===== src/rtl/serial_four_bit_adder_pkg.sv =====
// rtl/serial_four_bit_adder_pkg.sv - shared constants and FSM encoding for the serial adder
package serial_four_bit_adder_pkg;

  // Pick a bit-counter width that can address every operand bit, never narrower than 1.
  function automatic int cnt_width(input int w);
    return (w > 1) ? $clog2(w) : 1;
  endfunction

  localparam int DEFAULT_WIDTH = 4;
  localparam int CNT_W         = cnt_width(DEFAULT_WIDTH);

  typedef enum logic [1:0] {
    IDLE  = 2'd0,
    SHIFT = 2'd1,
    DONE  = 2'd2
  } state_t;

endpackage


===== src/rtl/full_adder.sv =====
// rtl/full_adder.sv - single-bit full adder cell time-shared by the serial adder
module full_adder (
  input  logic a,
  input  logic b,
  input  logic cin,
  output logic s,
  output logic cout
);

  assign s    = a ^ b ^ cin;
  assign cout = (a & b) | (a & cin) | (b & cin);

endmodule


===== src/rtl/serial_four_bit_adder.sv =====
// rtl/serial_four_bit_adder.sv - bit-serial adder, one operand bit per clock through one full adder
module serial_four_bit_adder
  import serial_four_bit_adder_pkg::*;
#(
  parameter int WIDTH = DEFAULT_WIDTH
) (
  input  logic             clk,
  input  logic             rst_n,
  input  logic             start,
  input  logic [WIDTH-1:0] a,
  input  logic [WIDTH-1:0] b,
  input  logic             cin,
  output logic             busy,
  output logic             done,
  output logic [WIDTH-1:0] sum,
  output logic             cout
);

  localparam int             CW   = cnt_width(WIDTH);
  localparam logic [CW-1:0]  LAST = CW'(WIDTH - 1);

  state_t           state;
  logic [CW-1:0]    cnt;
  logic [WIDTH-1:0] a_q;
  logic [WIDTH-1:0] b_q;
  logic             carry;
  logic [WIDTH-1:0] acc;
  logic [WIDTH-1:0] acc_next;
  logic             fa_s;
  logic             fa_cout;

  full_adder u_full_adder (
    .a    (a_q[cnt]),
    .b    (b_q[cnt]),
    .cin  (carry),
    .s    (fa_s),
    .cout (fa_cout)
  );

  // Partial result with the current bit merged in; the last step publishes this whole word.
  always_comb begin
    acc_next      = acc;
    acc_next[cnt] = fa_s;
  end

  // Control FSM: capture operands on start, walk the bits, publish result and pulse done.
  always_ff @(posedge clk or negedge rst_n) begin
    if (!rst_n) begin
      state <= IDLE;
      cnt   <= '0;
      a_q   <= '0;
      b_q   <= '0;
      carry <= 1'b0;
      acc   <= '0;
      sum   <= '0;
      cout  <= 1'b0;
      busy  <= 1'b0;
      done  <= 1'b0;
    end else begin
      done <= 1'b0;
      case (state)
        IDLE, DONE: begin
          if (start) begin
            a_q   <= a;
            b_q   <= b;
            carry <= cin;
            cnt   <= '0;
            acc   <= '0;
            busy  <= 1'b1;
            state <= SHIFT;
          end else begin
            state <= IDLE;
          end
        end
        SHIFT: begin
          acc   <= acc_next;
          carry <= fa_cout;
          cnt   <= cnt + CW'(1);
          if (cnt == LAST) begin
            sum   <= acc_next;
            cout  <= fa_cout;
            busy  <= 1'b0;
            done  <= 1'b1;
            state <= DONE;
          end
        end
        default: begin
          busy  <= 1'b0;
          state <= IDLE;
        end
      endcase
    end
  end

endmodule


===== config.mk =====
export PLATFORM = sky130hd
export DESIGN_NAME = serial_four_bit_adder
export DESIGN_NICKNAME = d
export VERILOG_FILES = /design/src/rtl/serial_four_bit_adder_pkg.sv /design/src/rtl/full_adder.sv /design/src/rtl/serial_four_bit_adder.sv
export SDC_FILE = /design/constraint.sdc
export NUM_CORES = 1
export LEC_CHECK = 0
export BUFFER_PORTS_ARGS = -buffer_cell sky130_fd_sc_hd__buf_2
export CORE_ASPECT_RATIO = 0.8
export CORE_MARGIN = 5
export CORE_UTILIZATION = 45
export DETAILED_ROUTE_END_ITERATION = 8
export HOLD_SLACK_MARGIN = 0.06
export PLACE_DENSITY = 0.77
export SYNTH_ARGS = -nofsm -noshare
export SYNTH_HDL_FRONTEND = slang
export SYNTH_SLANG_ARGS = --single-unit
export TNS_END_PERCENT = 50

===== constraint.sdc =====
create_clock -name clk -period 3.6 [get_ports clk]
set_input_delay 0.18 -clock clk [delete_from_list [all_inputs] [get_ports clk]]
set_output_delay 0.18 -clock clk [all_outputs]
set_load 0.01 [all_outputs]

Word level (Yosys, flattened, before mapping). Cells that the tools add are included.

Register bits: 24. Input bits: 12. Output and inout port bits: 7. Logic and storage cells: 54.

Add/sub/neg operators: 1. Magnitude comparators: 2. Eq/ne operators: 5. Muxes and demuxes: 21. Bitwise operators: 7. Reductions and logical operators: 8.

Operators with widths (count): $mux W1 (9); $pmux W2 S2 (2); $pmux W4 S2 (1); $reduce_and A2 Y1 (4); $bmux W1 S2 (2); $bwmux W4 (1); $eq A2 B2 Y1 const B (2); $mux W2 (2); $mux W4 (1); $ne A2 B2 Y1 const B (2); $pmux W1 S2 (2); $and A1 B1 Y1 (3); $lt A2 B3 Y1 const B (1); $add A2 B1 Y2 const B (1); $demux W1 S2 (1); $eq A2 B1 Y1 const B (1); $ge A2 B1 Y1 const B (1); $logic_not A2 Y1 (1); $or A1 B1 Y1 (2); $reduce_bool A2 Y1 (1); $reduce_or A2 Y1 (1); $xor A1 B1 Y1 (2); $logic_and A1 B1 Y1 (1).

Depth between registers and ports, before layout.
Depth in word-level cells: 6. Mapped depth: 6. Gate-level depth less buffers: 6.

Modules after synthesis. Synthesis repeated with hierarchy kept, for this count alone.

Cell total of the unflattened synthesis: 85. Area total of the unflattened synthesis: 1163.6 µm².

By module, submodules not included: serial_four_bit_adder (instances 1, cells an instance 84, area each 1143.6 µm², seq. area each 575.6 µm²); full_adder (instances 1, cells an instance 1, area each 20.0 µm², seq. area each 0.0 µm²).

Worst setup path before layout. No wires, ideal clock.

Path type: reg2reg. Start: register cnt[0]. End: register sum[0]. Library setup time: 0.076 ns. Arrival: 1.785 ns. Data required time: 3.524 ns. Slack: 1.739 ns. Cell stages (with the launch flop): 7. Path buffers: 0. Period minus slack after synthesis: 1.861 ns. Path through: dfrtp_1 -> mux4_2 -> inv_1 -> fa_1 -> nand2_1 -> o21ai_0 -> o21ai_1.

Cells in the longest elaborated chain, start to end: 5. Elaborated cells on any way between the ends: 14. Classes of those cells: order compare (2); eq/ne (1); mux (7); bitwise (2); reduce/logical (2).

Ends and longest elaborated chain: start: declaration (RTL line serial_four_bit_adder.sv:23) `logic [CW-1:0] cnt;`; start signal: assignment (RTL line serial_four_bit_adder.sv:78) `cnt <= cnt + CW'(1);`; $lt A2 B3 Y1 (implied by the code), or another cell as far along (RTL line serial_four_bit_adder.sv:43) `acc_next[cnt] = fa_s;`; $logic_and A1 B1 Y1 (implied by the code), or another cell as far along (RTL line serial_four_bit_adder.sv:43); $mux W1 (implied by the code) or $xor A1 B1 Y1 (tied branches) (RTL line serial_four_bit_adder.sv:43, full_adder.sv:10); $demux W1 S2 or $xor A1 B1 Y1 (tied branches) (RTL line serial_four_bit_adder.sv:43, full_adder.sv:10); $bwmux W4 (RTL line serial_four_bit_adder.sv:43); end signal: assignment (RTL line serial_four_bit_adder.sv:80) `sum <= acc_next;`; end: declaration (RTL line serial_four_bit_adder.sv:15) `output logic [WIDTH-1:0] sum,`.

Several ways; a longest one is shown, not always the timed one. The select of a mux whose other input is x is not followed. A chain may end at the register's enable or synchronous reset.

Final worst setup path.
Start: register cnt[0]. End: register sum[1].

Same word-level chain as after synthesis.

==> results.md <==
* Crit path max fanout at 7
* Layout cells sized above 1 at 27.4%
* Fin. max-slew vios at 0
* Crit start category: flip-flop
* GRT Total Usage at 13.9%
* Die height at 54.9 um
* TritonCTS clock tree: built
* Cts hold-fix bufs at 1
* Row cnt at 16
* First-pass GRT wire length at 3660 um
* Drt initial violations at 34
* TritonCTS sink count at 23
* Fmax at 0.490 GHz
* Antenna diode count at 0
* Mapped Nets at 115
* Via Count at 759
* Netlist cell types at 22
* Clk Latency, worst-skew pair at 0.32 ns
* Worst-Margin Slew at 0.604 ns
* MaxCap Viol Count at 0
* DRC Markers at 0
* Mapped Avg Cell Area at 11.6 um2
* RSZ-0062 raised after global routing: no
* Clock buffer depth at 2
* Starting Density at 46.9%
* Post-route ant nets at 0
* Largest area contributor in the netlist: dfrtp_1
* Fin util at 52.9%
* Max H-tree Level at 1
* CTS resizes at 0
* GP Congestion at 0.742
* Most frequent cells in the layout: 23 x dfrtp_1, 18 x buf_2, 17 x nand2_1
* Post CTS Setup Buffer Count at 0
* Wire per inst at 13.3 um
* PwrDens at 925 nW/um2
* Synth top area share at 50.7%
* Nets at 135
* Synth area leaders: dfrtp_1 51%, mux2_4 11%, nand2_1 5.6%
* Port-buffer cells at 18
* Commonest non-fill, non-tap cell in the layout: dfrtp_1
* Lkg Pwr at 0.000633 uW
* Slew margin rel. at 59.6%
* Total negative slack for setup checks at 0 ns
* Area Overhead vs Synth at 12.8%
* CP Data Required Time at 3.85 ns
* #FFs+latches synth at 23
* Ports at 19
* Initial antenna violation count at 0
* Endpoints failing setup at 0
* Pin count of the biggest net entering global routing at 24
* Post-Syn Area at 1140 um2
* Arrival time worst endpoint at 2.29 ns
* Iteration count of the initial detailed-routing pass at 4
* Hold WC Path Type: in2reg
* Worst VDD drop at 466 uV
* Die W at 66.2 um
* Routed WL at 2030 um
* Post-layout min period at 2.04 ns
* HPWL Detailed at 1490 um
* Vias per inst at 4.96
* Full die area at 3640 um2
* Crit path capture type: flip-flop
* CTS Root Cell: clkbuf_4
* Total grt overflow at 0
* Final Cycle Share at 56.7%
* Yosys warns at 0
* Sequential area share after synthesis at 50.7%
* Critical path class: reg2reg
* Core ar. at 2420 um2
* Final Hold Viols at 0
* Post-Syn Instances at 98
* Status: finished clean
* Vias in the first global route at 791
* CTS clk-pin slew, worst paths at 0.12 ns
* CTS Buf Count at 3
* Worst Skew at 0.00734 ns
==> power breakdown <==
group	internal [uW]	switching (uW)	leakage [uW]
clock network	43.4	77.8	0.0000150
logic	300	275	0.000338
registers	379	109	0.000279
total	723	462	0.000633
==> flip-flops by register name (all words and copies together) (netlist names) <==
signal	flops
busy	1
cnt	2
cout	1
state	2
carry	1
b_q	4
done	1
acc	3
sum	4
a_q	4
==> worst paths after layout <==
kind                                           end  slack (ns)          startpoint  cells past startpoint
worst max-delay path            sum[1]$_DFFE_PN0P_        1.56  cnt[0]$_DFFE_PN0P_                      6
worst min-delay path            b_q[2]$_DFFE_PN0P_        0.08                b[2]                      2
worst max register to register  sum[1]$_DFFE_PN0P_        1.56  cnt[0]$_DFFE_PN0P_                      6
worst min register to register  sum[3]$_DFFE_PN0P_        0.49  sum[3]$_DFFE_PN0P_                      2
max in group asynchronous        carry$_DFFE_PN0P_        2.90               rst_n                      2
min in group asynchronous       b_q[1]$_DFFE_PN0P_        0.36               rst_n                      2
==> critical path: stages, from the launching register on <==
cell and delay, ns:
dfrtp_1 0.51, mux4_2 0.53, inv_1 0.09, fa_1 0.51, nand2_1 0.11, o21ai_0 0.09, o21ai_1 0.12
==> cells by family (layout without fill, tap and decap cells) <==
kind of cell | after synthesis | count (layout) | synth area share [%]
AND/OR/NAND/NOR | 29 | 29 | 12.2
flip-flops | 23 | 23 | 50.7
AO/OA/AOI/OAI | 17 | 17 | 9.03
multiplexers | 12 | 12 | 16.5
buffers and inverters | 11 | 30 | 4.63
adder cells (fa/ha/maj) | 5 | 5 | 6.17
XOR/XNOR | 1 | 1 | 0.771
==> layout make-up <==
class | instances | area, um2
repair buffers | 19 | 100
inverters | 7 | 26.3
flip-flops and latches | 23 | 576
clock buffers | 4 | 26.3
well taps | 36 | 45.0
fillers | 229 | 1140
multi-input cells | 64 | 508
==> cell usage after synthesis <==
master    instances
ha_1              4
buf_6             1
fa_1              1
mux2_4            8
inv_1             7
a21oi_1           1
o21ai_0           4
mux2_1            2
nand2_1          17
o21ai_1           5
mux4_2            2
nor2b_2           1
buf_2             3
nand3b_1          4
o211ai_1          3
dfrtp_1          23
nor2b_1           4
o31ai_1           2
a211oi_1          1
nor2_1            3
a21o_1            1
xnor2_1           1
==> per-stage QoR <==
stage | hold WS (ns) | setup WS (ns) | total power, uW | area [um2] | instances
final | 0.0807 | 1.56 | 1190 | 1280 | 153
after CTS | 0.0763 | 1.55 | 1200 | 1280 | 153
after global placement | 0.166 | 1.65 | 1040 | 1240 | 148
after floorplan | -0.116 | 1.74 | 935 | 1140 | 98
after global routing | 0.0747 | 1.44 | 1300 | 1280 | 153
after detailed placement | 0.173 | 1.57 | 1070 | 1240 | 148
==> per-layer routing <==
| metal | wire length [um] | track usage (%) | part of all wire [%] |
|---|---|---|---|
| met3 | 93 | 3.23 | 4.6 |
| met5 | 0 | 0 | 0 |
| met2 | 904 | 21.7 | 45 |
| met1 | 979 | 17.9 | 48 |
| met4 | 53 | 8.11 | 2.6 |
Power figures use the tool's default switching activity.
